**src/rtl/pipeline_trace_monitor_if.sv**
```systemverilog
// Trace monitor bus: CPU observation samples, run control, trace read port
// and status. master drives the samples and controls; slave is the monitor.
interface pipeline_trace_monitor_if #(
   parameter int DATA_W = 32,
   parameter int DEPTH  = 16,
   parameter int CNT_W  = 16,
   parameter int JUMP_W = 3
);
   localparam int TC_W = $clog2(DEPTH) + 1;

   logic              enable;
   logic              clear;
   logic [DATA_W-1:0] pc;
   logic [DATA_W-1:0] instr;
   logic              stall;
   logic [JUMP_W-1:0] jump_flag;
   logic              rd_req;
   logic              rd_valid;
   logic [DATA_W-1:0] rd_pc;
   logic [DATA_W-1:0] rd_instr;
   logic [TC_W-1:0]   trace_count;
   logic [CNT_W-1:0]  cycle_cnt;
   logic [CNT_W-1:0]  stall_cnt;
   logic [CNT_W-1:0]  jump_cnt;
   logic              overflow;
   logic              done;
   logic              busy;

   modport master (
      output enable, clear, pc, instr, stall, jump_flag, rd_req,
      input  rd_valid, rd_pc, rd_instr, trace_count, cycle_cnt,
             stall_cnt, jump_cnt, overflow, done, busy
   );

   modport slave (
      input  enable, clear, pc, instr, stall, jump_flag, rd_req,
      output rd_valid, rd_pc, rd_instr, trace_count, cycle_cnt,
             stall_cnt, jump_cnt, overflow, done, busy
   );
endinterface

```
**src/rtl/pipeline_trace_monitor.sv**
```systemverilog
// Pipeline trace monitor: counts cycles, stalls and taken redirects while
// running, and buffers non-stalled {pc, instr} pairs in a trace FIFO.
//
// state   | meaning
// --------+-----------------------------------------------------------
// ST_IDLE | waiting for enable, nothing sampled
// ST_RUN  | sampling on every edge with enable=1 (enable=0 pauses)
// ST_DONE | cycle budget used up, counters/FIFO frozen until clear
module pipeline_trace_monitor #(
   parameter int DATA_W     = 32,
   parameter int DEPTH      = 16,
   parameter int CNT_W      = 16,
   parameter int MAX_CYCLES = 25,
   parameter int JUMP_W     = 3
) (
   input logic clk,
   input logic reset,
   pipeline_trace_monitor_if.slave bus
);
   localparam int PTR_W = $clog2(DEPTH);
   localparam int TC_W  = PTR_W + 1;
   localparam logic [CNT_W-1:0] CNT_SAT  = '1;
   localparam logic [CNT_W-1:0] CNT_LAST = CNT_W'(MAX_CYCLES - 1);
   localparam logic [TC_W-1:0]  TC_FULL  = TC_W'(DEPTH);

   typedef enum logic [1:0] {ST_IDLE, ST_RUN, ST_DONE} state_t;

   state_t state, state_nxt;

   logic [2*DATA_W-1:0] mem [DEPTH];
   logic [PTR_W-1:0]    wr_ptr, rd_ptr;
   logic [TC_W-1:0]     count;
   logic [CNT_W-1:0]    cycle_cnt, stall_cnt, jump_cnt;
   logic                overflow, rd_valid;
   logic [DATA_W-1:0]   rd_pc, rd_instr;
   logic                sample, push, pop, accept, full, empty;

   // state register
   always_ff @(posedge clk or negedge reset) begin
      if (!reset) state <= ST_IDLE;
      else        state <= state_nxt;
   end

   // next state; the edge that reaches the budget is still sampled
   always_comb begin
      state_nxt = state;
      sample    = 1'b0;
      case (state)
         ST_IDLE: if (bus.enable) state_nxt = ST_RUN;
         ST_RUN: begin
            if (bus.enable) begin
               sample = 1'b1;
               if (cycle_cnt == CNT_LAST) state_nxt = ST_DONE;
            end
         end
         ST_DONE: state_nxt = ST_DONE;
         default: state_nxt = ST_IDLE;
      endcase
      if (bus.clear) begin
         state_nxt = ST_IDLE;
         sample    = 1'b0;
      end
   end

   assign full   = (count == TC_FULL);
   assign empty  = (count == '0);
   assign pop    = bus.rd_req && !empty && !bus.clear;
   assign push   = sample && !bus.stall;
   // a pop in the same cycle frees the slot, so a full FIFO still accepts
   assign accept = push && (!full || pop);

   // FIFO pointers, occupancy and sticky overflow
   always_ff @(posedge clk or negedge reset) begin
      if (!reset) begin
         wr_ptr   <= '0;
         rd_ptr   <= '0;
         count    <= '0;
         overflow <= 1'b0;
      end else if (bus.clear) begin
         wr_ptr   <= '0;
         rd_ptr   <= '0;
         count    <= '0;
         overflow <= 1'b0;
      end else begin
         if (accept) wr_ptr <= wr_ptr + 1'b1;
         if (pop)    rd_ptr <= rd_ptr + 1'b1;
         if (accept && !pop)      count <= count + 1'b1;
         else if (pop && !accept) count <= count - 1'b1;
         if (push && !accept) overflow <= 1'b1;
      end
   end

   // trace storage; stale contents are unreachable once pointers reset
   always_ff @(posedge clk) begin
      if (accept) mem[wr_ptr] <= {bus.pc, bus.instr};
   end

   // read port: one-cycle pulse, data held between pops
   always_ff @(posedge clk or negedge reset) begin
      if (!reset) begin
         rd_valid <= 1'b0;
         rd_pc    <= '0;
         rd_instr <= '0;
      end else begin
         rd_valid <= pop;
         if (pop) {rd_pc, rd_instr} <= mem[rd_ptr];
      end
   end

   // run counters; stall/jump saturate, cycle count is capped by DONE
   always_ff @(posedge clk or negedge reset) begin
      if (!reset) begin
         cycle_cnt <= '0;
         stall_cnt <= '0;
         jump_cnt  <= '0;
      end else if (bus.clear) begin
         cycle_cnt <= '0;
         stall_cnt <= '0;
         jump_cnt  <= '0;
      end else if (sample) begin
         cycle_cnt <= cycle_cnt + 1'b1;
         if (bus.stall && stall_cnt != CNT_SAT) stall_cnt <= stall_cnt + 1'b1;
         if ((bus.jump_flag != '0) && jump_cnt != CNT_SAT) jump_cnt <= jump_cnt + 1'b1;
      end
   end

   assign bus.rd_valid    = rd_valid;
   assign bus.rd_pc       = rd_pc;
   assign bus.rd_instr    = rd_instr;
   assign bus.trace_count = count;
   assign bus.cycle_cnt   = cycle_cnt;
   assign bus.stall_cnt   = stall_cnt;
   assign bus.jump_cnt    = jump_cnt;
   assign bus.overflow    = overflow;
   assign bus.done        = (state == ST_DONE);
   assign bus.busy        = (state == ST_RUN);
endmodule

```
**src/flat_wrapper.sv**
```systemverilog
// flat-port wrapper written by rule: the top's interface ports become plain ports
module pipeline_trace_monitor_flat 
#(
   parameter int DATA_W     = 32,
   parameter int DEPTH      = 16,
   parameter int CNT_W      = 16,
   parameter int MAX_CYCLES = 25,
   parameter int JUMP_W     = 3
)
  (clk, reset, bus_enable, bus_clear, bus_pc, bus_instr, bus_stall, bus_jump_flag, bus_rd_req, bus_rd_valid, bus_rd_pc, bus_rd_instr, bus_trace_count, bus_cycle_cnt, bus_stall_cnt, bus_jump_cnt, bus_overflow, bus_done, bus_busy);
  pipeline_trace_monitor_if #(.DATA_W(DATA_W), .DEPTH(DEPTH), .CNT_W(CNT_W), .JUMP_W(JUMP_W)) bus_i ();
  input logic clk;
  input logic reset;
  input wire logic [$bits(bus_i.enable)-1:0] bus_enable;
  input wire logic [$bits(bus_i.clear)-1:0] bus_clear;
  input wire logic [$bits(bus_i.pc)-1:0] bus_pc;
  input wire logic [$bits(bus_i.instr)-1:0] bus_instr;
  input wire logic [$bits(bus_i.stall)-1:0] bus_stall;
  input wire logic [$bits(bus_i.jump_flag)-1:0] bus_jump_flag;
  input wire logic [$bits(bus_i.rd_req)-1:0] bus_rd_req;
  output wire logic [$bits(bus_i.rd_valid)-1:0] bus_rd_valid;
  output wire logic [$bits(bus_i.rd_pc)-1:0] bus_rd_pc;
  output wire logic [$bits(bus_i.rd_instr)-1:0] bus_rd_instr;
  output wire logic [$bits(bus_i.trace_count)-1:0] bus_trace_count;
  output wire logic [$bits(bus_i.cycle_cnt)-1:0] bus_cycle_cnt;
  output wire logic [$bits(bus_i.stall_cnt)-1:0] bus_stall_cnt;
  output wire logic [$bits(bus_i.jump_cnt)-1:0] bus_jump_cnt;
  output wire logic [$bits(bus_i.overflow)-1:0] bus_overflow;
  output wire logic [$bits(bus_i.done)-1:0] bus_done;
  output wire logic [$bits(bus_i.busy)-1:0] bus_busy;
  assign bus_i.enable = bus_enable;
  assign bus_i.clear = bus_clear;
  assign bus_i.pc = bus_pc;
  assign bus_i.instr = bus_instr;
  assign bus_i.stall = bus_stall;
  assign bus_i.jump_flag = bus_jump_flag;
  assign bus_i.rd_req = bus_rd_req;
  assign bus_rd_valid = bus_i.rd_valid;
  assign bus_rd_pc = bus_i.rd_pc;
  assign bus_rd_instr = bus_i.rd_instr;
  assign bus_trace_count = bus_i.trace_count;
  assign bus_cycle_cnt = bus_i.cycle_cnt;
  assign bus_stall_cnt = bus_i.stall_cnt;
  assign bus_jump_cnt = bus_i.jump_cnt;
  assign bus_overflow = bus_i.overflow;
  assign bus_done = bus_i.done;
  assign bus_busy = bus_i.busy;
  pipeline_trace_monitor #(.DATA_W(DATA_W), .DEPTH(DEPTH), .CNT_W(CNT_W), .MAX_CYCLES(MAX_CYCLES), .JUMP_W(JUMP_W)) u_core (.clk(clk), .reset(reset), .bus(bus_i));
endmodule
```
**config.mk**
```make
export PLATFORM = sky130hd
export DESIGN_NAME = pipeline_trace_monitor_flat
export DESIGN_NICKNAME = d
export VERILOG_FILES = /design/src/rtl/pipeline_trace_monitor_if.sv /design/src/rtl/pipeline_trace_monitor.sv /design/src/flat_wrapper.sv
export SDC_FILE = /design/constraint.sdc
export NUM_CORES = 1
export LEC_CHECK = 0
export CORE_ASPECT_RATIO = 1.4
export CORE_MARGIN = 4
export CORE_UTILIZATION = 51
export CTS_BUF_LIST = sky130_fd_sc_hd__clkbuf_4 sky130_fd_sc_hd__clkbuf_8
export DETAILED_ROUTE_END_ITERATION = 10
export PLACE_DENSITY = 0.79
export SYNTH_ARGS = -nofsm -noshare
export SYNTH_HDL_FRONTEND = slang
export SYNTH_SLANG_ARGS = --single-unit
```
**constraint.sdc**
```tcl
create_clock -name clk -period 7.3 [get_ports clk]
set_input_delay 1.46 -clock clk [delete_from_list [all_inputs] [get_ports clk]]
set_output_delay 1.46 -clock clk [all_outputs]
set_load 0.02 [all_outputs]
```
==> run summary, run 1 <==
The startpoint of the lowest-slack register-to-register path is u_core.state[1]. The logs give 0.2824 mV for the peak ir drop on the vdd network and 94.90 mm for the aggregate routed wire length. After floorplanning, the core was sized to cover 0.08728 sq mm. The reg-to-reg setup timing slack was 3.34 ns; the pin count of the biggest net entering global routing was 127.

The clock root buffer was sky130_fd_sc_hd__clkbuf_8. The global-route wire length before repair came out at 144.4 mm. The share of synthesized area in the top cell type comes to 68.40%. The worst hold path was traced through 2 stages. TritonCTS built the clock tree. The clock arrives with 0.02969 ns of skew. The via-per-instance ratio works out to 5.931.

The design draws 15.92 mW. The tools report the final-report max-slew violation count as 0. The number of global-route vias before repair was 23450. In this run the core area contains 128 standard-cell rows. Input and output buffers added on the ports amount to 193. The clock passes through at most 3 buffers. For hold timing, the worst endpoint is u_core.bus.rd_instr[7]. After synthesis, the most frequently instantiated cells are 1024 x sky130_fd_sc_hd__edfxtp_1, 256 x sky130_fd_sc_hd__mux4_2, 134 x sky130_fd_sc_hd__mux2i_1. The synthesized design contains 1024 enable-type register cells. After the last flow step, the layout net total stands at 2465. The number of cell instances on the worst register-to-register path came out at 7.

The largest fanout on the critical path is 33, and the number of levels the H-tree was split into is 4. Buffers inserted during clock tree synthesis total 158. The run gives 194 as the count of boundary I/O pins. The kind of launch point of the worst setup path was an input port. The logs give 0 for the number of routed nets with antenna violations and 20.53% for the overall global routing resource usage. The number of fill cells in the layout was 5877; the horizontal die dimension was 258.9 um. In this run the tightest slew margin relative to its limit is 19.58%. The synthesized design contains 1153 register bits. For this run, asynchronously set or reset flops after synthesis account for 11.19%. By area the synthesized netlist is led by sky130_fd_sc_hd__edfxtp_1 68%, sky130_fd_sc_hd__mux4_2 13%, sky130_fd_sc_hd__dfrtp_1 7.2%, sky130_fd_sc_hd__mux2i_1 3.0%, sky130_fd_sc_hd__o221ai_2 2.0%.

Counting every instance in the synthesized netlist gives 2100. At the end of routability-driven placement, the weighted congestion stood at 0.8040. From bottom edge to top edge, the die measures 359.3 um. Across all hold checks on the routed design, the worst slack comes to 0.4987 ns.

The count of cells resized by post-cts repair is 0. From synthesis to final layout, the design area changed by 14.20%. At the pin with the least slew margin, the transition time is 1.206 ns.

Final routed DRC violation total: 0. The number of DRC markers in iteration 0 was 2136. Dividing the final minimum period by the clock period gives 59.33%. Buffers added to address setup during post-CTS repair amount to 0.

STA classifies the critical path endpoint as a register. For this run, the top clock speed supported by timing is 230.9 MHz. For the synthesized area, the log shows 0.04495 sq mm. The total congestion overflow came out at 0.

The classification of the worst-slack hold path was register to register. Minimum clock period after layout: 4.331 ns. The most used flip-flop cell after synthesis was sky130_fd_sc_hd__edfxtp_1. The initial antenna violation count is 5. The flow ran to the end, and the final reports show no timing, DRC or antenna violations. After synthesis, flip-flops and latches occupy 75.58% of the total area. In the final layout, the share of cells above drive strength 1 is 25.94%. At the worst endpoint, the required time is 7.80 ns.

After synthesis, the netlist uses 57 different library cells. The die covers 0.09303 sq mm. The most common cell in the synthesized netlist is sky130_fd_sc_hd__edfxtp_1. Counting every net in the synthesized netlist gives 2191. The number of endpoints with negative hold slack in the final report was 0; the worst-skew pair later-pin latency was 0.83 ns. After legalization and detailed placement, the total HPWL measured 50.79 mm.

The biggest area contributor in the post-synthesis netlist is sky130_fd_sc_hd__edfxtp_1. For this design, the sink count on the clock tree is 1153. The worst register-to-register path ends at u_core.mem[14][52]. Mean instance size in the synthesized netlist: 21.41 sq um. The final standard cell utilization of the core came out at 58.82%. The run gives 0 as the hold buffer count at CTS. In this run the most critical hold path is launched from u_core.bus.rd_instr[7].

Setup violations remaining at the end of the flow were counted as 0. For this design the ratio of total power to cell area is 310.2 mW/mm^2. The via count of the routed design is 21810. The starting density of the core is 51.50%. The type of the worst setup path was input port to register.

The post-CTS clock slew at the launch and capture registers of the worst setup and hold paths was 0.06 ns; the leakage power total was 16.10 nW. The detailed-router iteration count before antenna repair came out at 5. After detailed routing, the average wire length per cell comes to 25.80 um. The number of maximum-capacitance violations was 0. Data on the critical path arrives at its endpoint at 4.84 ns. For this run, the number of Yosys warnings is 0. Setup repair after global routing left no endpoint under its margin.
## per-stage QoR
| stage | cell area (sq um) | cells | setup TNS [ns] | worst slack (ns) |
|---|---|---|---|---|
| after CTS | 51330 | 3676 | 0 | 3.062 |
| after detailed placement | 48020 | 3384 | 0 | 2.174 |
| after global placement | 48020 | 3384 | 0 | 2.255 |
| after floorplan | 44950 | 2100 | -374.89 | -1.464 |
| final | 51340 | 3678 | 0 | 2.969 |
| after global routing | 51340 | 3677 | 0 | 2.808 |
## routing by layer
metal  part of all wire, %  vias up  track usage [%]  wire length [um]
met2                    53      975            35.37             50090
met1                    38    11430            26.40             35830
met3                   6.9      180            4.263              6593
met4                   2.5        4            6.554              2360
met5                 0.028        -                0                27
li1                      -     9230                -                 -
## placed cells by master, fill, tap and decap left out, types with 23 or more instances in the layout
cell type,count
sky130_fd_sc_hd__nor2_1,67
sky130_fd_sc_hd__dfrtp_1,126
sky130_fd_sc_hd__nand2_1,91
sky130_fd_sc_hd__mux4_2,256
sky130_fd_sc_hd__clkbuf_8,179
sky130_fd_sc_hd__mux2i_1,134
sky130_fd_sc_hd__clkbuf_4,54
sky130_fd_sc_hd__edfxtp_1,1024
sky130_fd_sc_hd__xnor2_1,33
sky130_fd_sc_hd__o221ai_2,60
sky130_fd_sc_hd__buf_4,26
sky130_fd_sc_hd__clkdlybuf4s50_1,191
sky130_fd_sc_hd__clkinv_1,23
## logic make-up (layout without fill, tap and decap cells)
group,count (synthesis),count (layout),synth area share (%)
flops,1153,1153,75.58
fa+ha+maj,18,18,0.5177
buf+inv,127,533,1.620
compound gates,109,109,2.786
other cells,0,2,0
xor+xnor,49,49,0.9547
mux,390,390,15.81
simple gates,254,254,2.730
## final cells by class
type / count / area, sq um / area share (%)
flip-flops and latches: 1153 / 33990 / 66.20
multi-input cells: 820 / 10340 / 20.13
clock buffers: 233 / 2869 / 5.588
repair buffers: 221 / 2163 / 4.214
well taps: 1170 / 1464 / 2.851
clock inverters: 59 / 435.4 / 0.8481
inverters: 20 / 77.57 / 0.1511
diodes: 2 / 5.005 / 0.009748
## state kept, by name, indices dropped and copies added (netlist names)
name / count
u_core.wr_ptr: 4
u_core.bus.rd_instr: 32
u_core.state: 2
u_core.bus.trace_count: 5
u_core.bus.jump_cnt: 16
u_core.bus.cycle_cnt: 16
u_core.mem: 1024
u_core.bus.rd_valid: 1
u_core.bus.stall_cnt: 16
u_core.bus.overflow: 1
u_core.rd_ptr: 4
u_core.bus.rd_pc: 32
## power breakdown
part / switching, mW / internal (mW) / total (mW) / leakage, nW
sequential: 0.269 / 7.40 / 7.67 / 10.9
clock: 2.34 / 2.71 / 5.05 / 1.76
combinational: 1.62 / 1.58 / 3.20 / 3.45
total: 4.23 / 11.7 / 15.9 / 16.1
## worst max-delay path: stages
cell	delay, ns
sky130_fd_sc_hd__clkdlybuf4s50_1	0.60
sky130_fd_sc_hd__nand3b_1	0.28
sky130_fd_sc_hd__a311oi_2	0.64
sky130_fd_sc_hd__nand3_1	0.45
sky130_fd_sc_hd__nor2_4	1.03
sky130_fd_sc_hd__buf_12	0.34
## how the worst max path moves through the flow
| stage | from | end | slack [ns] |
|---|---|---|---|
| after floorplan | bus_stall | u_core.mem[2][0] | -1.46 |
| after global placement | bus_enable | u_core.mem[14][62] | 2.25 |
| after detailed placement | bus_enable | u_core.mem[14][61] | 2.17 |
| after CTS | bus_enable | u_core.mem[14][0] | 3.06 |
| after global routing | bus_enable | u_core.mem[14][2] | 2.81 |
| final | bus_enable | u_core.mem[14][52] | 2.97 |
No activity file was read; power rests on OpenSTA's default activity.
==> run 2, diff against run 1 <==
--- a/config.mk
+++ b/config.mk
@@ -10,7 +10,7 @@
 export CORE_UTILIZATION = 51
 export CTS_BUF_LIST = sky130_fd_sc_hd__clkbuf_4 sky130_fd_sc_hd__clkbuf_8
 export DETAILED_ROUTE_END_ITERATION = 10
-export PLACE_DENSITY = 0.79
+export PLACE_DENSITY = 0.76
 export SYNTH_ARGS = -nofsm -noshare
 export SYNTH_HDL_FRONTEND = slang
 export SYNTH_SLANG_ARGS = --single-unit
==> constraint.sdc (replaced) <==
create_clock -name clk -period 4.4 [get_ports clk]
set_input_delay 0.88 -clock clk [delete_from_list [all_inputs] [get_ports clk]]
set_output_delay 0.88 -clock clk [all_outputs]
set_load 0.02 [all_outputs]
==> run summary, run 2 (synthesis gave the netlist of run 1 again) <==
The run finished with clean final reports. TritonCTS built the clock tree. Traced cell by cell, the critical path runs through inv_1 > ha_1 > nand3b_1 > nor2_1 > o21ai_0 > nor3b_1 > and2_4 > buf_4.

For the starting density of the core, the log shows 51.50% (unchanged). The run gives 47.2% (-1.0 points) as the part of the power in registers. The cell family contributing the most delay on the critical path is simple AND/OR/NAND/NOR gates.

STA classifies the critical path startpoint as a register. The routability congestion estimate came out at 0.8042 (about the same). The run gives 0 (unchanged) as the hold buffer count at CTS.

The worst setup path is captured at a register. The number of buffers inserted to repair setup after CTS is 0 (unchanged), and the arrival time of data at the critical path endpoint is 4.07 ns (-0.77 ns). Counting flops per register, the top entry is u_core.mem. The biggest cell delay along the critical path works out to 0.74 ns (-0.29 ns). The number of global-route vias before repair is 23220 (-0.99%).

The run gives 32.3% (+0.6 points) as the clock share of power. The run gives 0 (unchanged) as the number of endpoints with negative hold slack in the final report. The die outline height was 359.3 um (unchanged); the final-report max-slew violation count was 0 (unchanged). The area of the placeable core was 0.08728 sq mm (unchanged); the aggregate routed wire length was 96.20 mm (+1.4%).

Relative to the synthesized area, the layout overhead comes to 15.90%. The number of flip-flops under the largest register name is 1024 (unchanged), and the worst-skew pair later-pin latency is 0.82 ns (about the same). The die area came out at 0.09303 sq mm (unchanged). For the final non-filler cell total, the log shows 3720 (+1.1%). Via count of the routed design: 21890 (+0.34%).

Number of routed nets with antenna violations: 0 (unchanged). Post-layout total power: 26.93 mW (+69%). For the detailed-router iteration count before antenna repair, the log shows 5 (unchanged).

The relative slew slack was 12.94% (-6.6 points). The initial antenna violation count is 4 (-1), and the minimum clock period after layout is 3.596 ns. The post-placement worst setup slack is 0.4342 ns (-1.740 ns), and the peak ir drop on the vdd network is 0.3522 mV (+25%). The run gives 0 (unchanged) as the final routed DRC violation total. The final setup skew was 0.02494 ns (-0.004743 ns). The run gives 4.88 ns (-2.92 ns) as the required time at the endpoint of the critical path. The number of buffer and inverter instances along the worst setup path came out at 2 (unchanged). The share of the clock period used by the worst path is 81.72%.

The library cells used most frequently in the layout, excluding fill and tap cells, are 1024 x sky130_fd_sc_hd__edfxtp_1, 256 x sky130_fd_sc_hd__mux4_2, 191 x sky130_fd_sc_hd__clkdlybuf4s50_1, 181 x sky130_fd_sc_hd__clkbuf_8, 134 x sky130_fd_sc_hd__mux2i_1. On the critical path, the stage with the largest delay is an instance of sky130_fd_sc_hd__nor3b_1. The total power per unit cell area was 516.8 mW/mm^2 (+67%); the pin count of the biggest net entering global routing was 77 (-39%). The largest fanout on the critical path was 21 (-36%). Setup repair after global routing left no endpoint under its margin. The switching share of power is 26.58% (about the same), and the number of nets in the final layout is 2501 (+1.5%). The largest registers in the layout are u_core.mem (1024), u_core.bus.rd_instr (32), u_core.bus.rd_pc (32). The logs give 16.40 nW (+1.9%) for the leakage power total and 2254 (+5.5%) for the number of DRC markers in iteration 0. The setup path with the least slack is of type register to register. The commonest non-fill, non-tap cell in the layout is sky130_fd_sc_hd__edfxtp_1. The number of buffer cells added on primary ports is 193 (unchanged).

The tools report the total congestion overflow as 0 (unchanged). The detailed-placement wirelength estimate was 56.59 mm (+11%); the cell total after placement was 3415 (+0.92%). Post-CTS clock slew at the launch and capture registers of the worst setup and hold paths: 0.07 ns (about the same).

The classification of the worst-slack hold path is input port to async pin. The reg-to-reg setup timing slack was 0.80 ns (-2.54 ns). The global-route wire length before repair is 147.1 mm (+1.9%). The tools report the clock root buffer as sky130_fd_sc_hd__clkbuf_8.

Share of layout cells above drive strength 1: 27.00% (+1.1 points). The worst setup margin was 0.8042 ns (-2.164 ns); the number of buffers between clock root and the deepest sink was 3 (unchanged). The aggregate negative setup slack was 0 ns (unchanged); the setup-violating endpoint count in the final report was 0 (unchanged). The proportion of power drawn by combinational gates was 20.5% (+0.4 points).

The routed wire length per instance was 25.86 um (+0.23%); the number of maximum-capacitance violations was 0 (unchanged). The number of CTS-inserted buffers was 163 (+3.2%); the slew of the pin with the lowest slew margin was 1.286 ns (+0.07928 ns). The logs give 7.157 mW (+69%) for the power spent charging and discharging nets and 128 (unchanged) for the number of placement rows. The horizontal die dimension works out to 258.9 um (unchanged). The tools report the count of cells resized by post-cts repair as 0 (unchanged). The number of clock sinks is 1153 (unchanged).

The run gives 278.1 MHz as the highest attainable clock frequency. The count of boundary I/O pins is 194 (unchanged), and the via-per-instance ratio is 5.884 (-0.79%). The overall global routing resource usage was 20.98% (+0.44 points); the number of levels the H-tree was split into was 4 (unchanged). For the internal power component, the log shows 19.77 mW (+69%).
run 2: changes by cell type in the layout (fill, tap and decap cells not counted), moves of 4 or more:
| cell | delta |
|---|---|
| sky130_fd_sc_hd__nor4_4 | +4 |
| sky130_fd_sc_hd__nor4_2 | -4 |
| sky130_fd_sc_hd__buf_12 | +27 |
| sky130_fd_sc_hd__bufinv_16 | +4 |
| sky130_fd_sc_hd__buf_4 | +4 |
| sky130_fd_sc_hd__clkinvlp_4 | +5 |
run 2: worst register-to-register path, cell delays in order (launching register included):
cell and delay (ns):
sky130_fd_sc_hd__dfrtp_1 0.39, sky130_fd_sc_hd__inv_1 0.11, sky130_fd_sc_hd__ha_1 0.36, sky130_fd_sc_hd__nand3b_1 0.32, sky130_fd_sc_hd__nor2_1 0.23, sky130_fd_sc_hd__o21ai_0 0.24, sky130_fd_sc_hd__nor3b_1 0.74, sky130_fd_sc_hd__and2_4 0.46
sky130_fd_sc_hd__buf_4 0.39
run 2: final timing paths:
kind,from,endpoint,depth (start not counted)
min,reset,u_core.bus.rd_instr[3],1
min reg2reg,u_core.bus.rd_instr[20],u_core.bus.rd_instr[20],2
max in group asynchronous,reset,u_core.bus.cycle_cnt[6],2
max,u_core.state[1],u_core.mem[5][8],8
max reg2reg,u_core.state[1],u_core.mem[5][8],8
min in group clk,u_core.bus.rd_instr[20],u_core.bus.rd_instr[20],2
run 2: per-stage QoR:
step	instance area [sq um]	util (%)	hold WS [ns]
2_1_floorplan	44990	-	0.5663
3_3_place_gp	48630	55.71	0.4809
3_5_place_dp	48630	55.71	0.4756
4_1_cts	52100	59.69	0.02430
5_1_grt	52100	59.69	0.06922
6_report	52100	59.69	0.07264
run 2: layer usage:
metal | routed length [um] | track usage [%] | up-vias
li1 | - | - | 9327
met1 | 36560 | 26.84 | 11530
met2 | 51740 | 36.75 | 876
met3 | 6070 | 4.340 | 151
met4 | 1827 | 5.749 | 2
met5 | 13 | 0 | -
run 2: power by group through the flow:
stage	Combinational (mW)	Sequential [mW]	Clock (mW)
finish	5.53	12.7	8.70
global placement	5.52	12.9	0
floorplan	3.54	13.1	0
detailed placement	5.62	12.9	0
CTS	5.64	12.7	8.88
global route	5.93	12.7	9.44
run 2: cell type report:
type,count,area (sq um)
fillers,5935,35180
flip-flops and latches,1153,33990
multi-input cells,820,10360
clock buffers,234,2889
repair buffers,252,2734
well taps,1170,1464
clock inverters,69,579.3
inverters,20,77.57
diodes,2,5.005
==> run 3, diff against run 2 <==
--- a/config.mk
+++ b/config.mk
@@ -10,7 +10,7 @@
 export CORE_UTILIZATION = 51
 export CTS_BUF_LIST = sky130_fd_sc_hd__clkbuf_4 sky130_fd_sc_hd__clkbuf_8
 export DETAILED_ROUTE_END_ITERATION = 10
-export PLACE_DENSITY = 0.76
+export PLACE_DENSITY = 0.79
 export SYNTH_ARGS = -nofsm -noshare
 export SYNTH_HDL_FRONTEND = slang
 export SYNTH_SLANG_ARGS = --single-unit
==> constraint.sdc (replaced) <==
create_clock -name clk -period 3.3 [get_ports clk]
set_input_delay 0.66 -clock clk [delete_from_list [all_inputs] [get_ports clk]]
set_output_delay 0.66 -clock clk [all_outputs]
set_load 0.02 [all_outputs]
==> run summary, run 3 (synthesis gave the netlist of run 1 again) <==
The global-route wire length before repair is 151.5 mm (+3.0%), and the pin count of the biggest net entering global routing is 81 (+5.2%). The largest register by flop count is u_core.mem. Number of buffer and inverter instances along the worst setup path: 2 (unchanged).

STA classifies the critical path endpoint as a register. The worst hold path belongs to the class input port to register. The logs give 6 (+1) for the detailed-router iteration count before antenna repair and 128 (unchanged) for the number of placement rows. The slowest stage of the critical path belongs to the cell sky130_fd_sc_hd__a311oi_2. Walking the worst path, the cells encountered are inv_1 > ha_4 > nand3b_1 > a311oi_2 > nand2_1 > nor2_1 > and2_4 > buf_12. The final setup skew is 0.03483 ns (+0.009884 ns), and the biggest cell delay along the critical path is 0.56 ns (-0.18 ns).

Initial antenna violation count: 8 (+4). The minimum clock period after layout came out at 2.832 ns (-0.7635 ns). The aggregate negative setup slack was 0 ns (unchanged); the setup-violating endpoint count in the final report was 0 (unchanged). The via count of the routed design came out at 22350 (+2.1%). The routed wire length per instance was 26.78 um (+3.5%). The overall global routing resource usage is 21.71% (+0.73 points), and the number of clock sinks is 1153 (unchanged).

The flow ran to the end, and the final reports show no timing, DRC or antenna violations. The tools report the area of the placeable core as 0.08728 sq mm (unchanged). The tools report the final-report max-slew violation count as 0 (unchanged). The die area is 0.09303 sq mm (unchanged), and the total congestion overflow is 0 (unchanged). The number of levels the H-tree was split into is 4 (unchanged), and the post-CTS clock slew at the launch and capture registers of the worst setup and hold paths is 0.07 ns (about the same).

Leaving out fill and tap cells, the most frequent cell in the layout is sky130_fd_sc_hd__edfxtp_1. For the relative slew slack, the log shows 28.14% (+15 points). The number of buffer cells added on primary ports was 193 (unchanged).

The share of layout cells above drive strength 1 was 27.26% (+0.26 points); the post-layout total power was 36.29 mW (+35%). The critical path is of the register to register type. The number of nets in the final layout was 2516 (+0.60%). STA classifies the critical path startpoint as a register. The tools report the peak ir drop on the vdd network as 0.4761 mV (+35%). The number of maximum-capacitance violations was 0 (unchanged); the worst-skew pair later-pin latency was 0.83 ns (about the same).

The number of buffers inserted to repair setup after CTS is 0 (unchanged), and the via-per-instance ratio is 5.980 (+1.6%). For the detailed-placement wirelength estimate, the log shows 58.73 mm (+3.8%). The post-placement worst setup slack was 0.1027 ns (-0.3315 ns); the count of boundary I/O pins was 194 (unchanged). For the starting density of the core, the log shows 51.50% (unchanged). The run gives 3 (unchanged) as the number of buffers between clock root and the deepest sink.

The number of flip-flops under the largest register name came out at 1024 (unchanged). The routability congestion estimate is 0.8278 (+2.9%). The top cell types in the final layout, fill and taps aside, are 1024 x sky130_fd_sc_hd__edfxtp_1, 256 x sky130_fd_sc_hd__mux4_2, 191 x sky130_fd_sc_hd__clkdlybuf4s50_1, 175 x sky130_fd_sc_hd__clkbuf_8, 134 x sky130_fd_sc_hd__mux2i_1. The run gives 0.4677 ns (-0.3365 ns) as the worst setup margin.

The number of DRC markers in iteration 0 is 2311 (+2.5%). The final routed DRC violation total was 0 (unchanged). The layout-stage area growth over the synthesis result is 16.84%. Number of routed nets with antenna violations: 0 (unchanged). The arrival time of data at the critical path endpoint is 3.31 ns (-0.76 ns), and the total power per unit cell area is 691.0 mW/mm^2 (+34%).

The required time at the endpoint of the critical path was 3.78 ns (-1.10 ns). The number of global-route vias before repair was 23850 (+2.7%); the horizontal die dimension was 258.9 um (unchanged). The cell sitting at the root of the clock tree is a sky130_fd_sc_hd__clkbuf_8. The share of the clock period used by the worst path is 85.83% (+4.1 points), and the highest attainable clock frequency is 353.1 MHz (+27%).

The aggregate routed wire length came out at 100.1 mm (+4.0%). Die outline height: 359.3 um (unchanged). Setup repair after global routing left no endpoint under its margin. The slew of the pin with the lowest slew margin works out to 1.078 ns (-0.2077 ns). The category of cells accounting for the largest share of critical-path delay was simple AND/OR/NAND/NOR gates. TritonCTS built the clock tree. The logs give 0 (unchanged) for the number of endpoints with negative hold slack in the final report and 162 (-0.61%) for the number of CTS-inserted buffers. Leakage power total: 16.53 nW (+0.77%). The largest registers in the layout are u_core.mem (1024), u_core.bus.rd_instr (32), u_core.bus.rd_pc (32). The largest fanout on the critical path was 41 (+95%).
## run 3: worst reg2reg max path: stages (launching register included)
cell                       delay (ns)
sky130_fd_sc_hd__dfrtp_1         0.38
sky130_fd_sc_hd__inv_1           0.15
sky130_fd_sc_hd__ha_4            0.21
sky130_fd_sc_hd__nand3b_1        0.25
sky130_fd_sc_hd__a311oi_2        0.56
sky130_fd_sc_hd__nand2_1         0.13
sky130_fd_sc_hd__nor2_1          0.25
sky130_fd_sc_hd__and2_4          0.23
sky130_fd_sc_hd__buf_12          0.29
## run 3: area by class of cell
class | count | area, sq um
Antenna cell | 4 | 10.01
Clock buffer | 214 | 2701
Clock inverter | 89 | 808.3
Fill cell | 5773 | 34760
Inverter | 20 | 77.57
Multi-Input combinational cell | 820 | 10380
Sequential cell | 1153 | 33990
Tap cell | 1170 | 1464
Timing Repair Buffer | 268 | 3094
## run 3: what timing repair did
action	in CTS	in global routing
endpoints found under the hold margin	77	0
gates resized for setup	0	0
endpoints found under the setup margin	0	0
hold buffers	1	0
## run 3: power breakdown
part	switching, mW	internal, mW
clock	5.32	6.49
sequential	0.522	16.4
combinational	3.88	3.71
## run 3: final timing paths
kind	slack, ns	endpoint	cells after the start	startpoint
worst min-delay path	0.20	u_core.wr_ptr[0]	2	bus_clear
worst max-delay path	0.47	u_core.mem[8][38]	8	u_core.state[1]
worst max register to register	0.47	u_core.mem[8][38]	8	u_core.state[1]
worst min register to register	0.50	u_core.bus.rd_instr[1]	2	u_core.bus.rd_instr[1]
min in group asynchronous	0.47	u_core.bus.rd_instr[3]	2	reset
max in group asynchronous	1.85	u_core.bus.rd_instr[23]	3	reset
## run 3: per-layer routing
layer / vias up / GRT usage, % / share of wire [%]
li1: 9343 / - / -
met1: 11730 / 27.58 / 37
met2: 1094 / 37.25 / 53
met3: 184 / 4.840 / 7.6
met4: 2 / 7.401 / 2.8
met5: - / 0 / 0.013
## run 3: through the flow
| stage | area [sq um] | hold slack (ns) | utilization [%] | cells |
|---|---|---|---|---|
| floorplan | 45050 | 0.3644 | - | 2100 |
| global placement | 49000 | 0.4732 | 56.14 | 3430 |
| detailed placement | 49000 | 0.4825 | 56.14 | 3430 |
| CTS | 52520 | 0.1084 | 60.17 | 3734 |
| global route | 52530 | 0.1466 | 60.18 | 3738 |
| finish | 52530 | 0.2004 | 60.18 | 3738 |
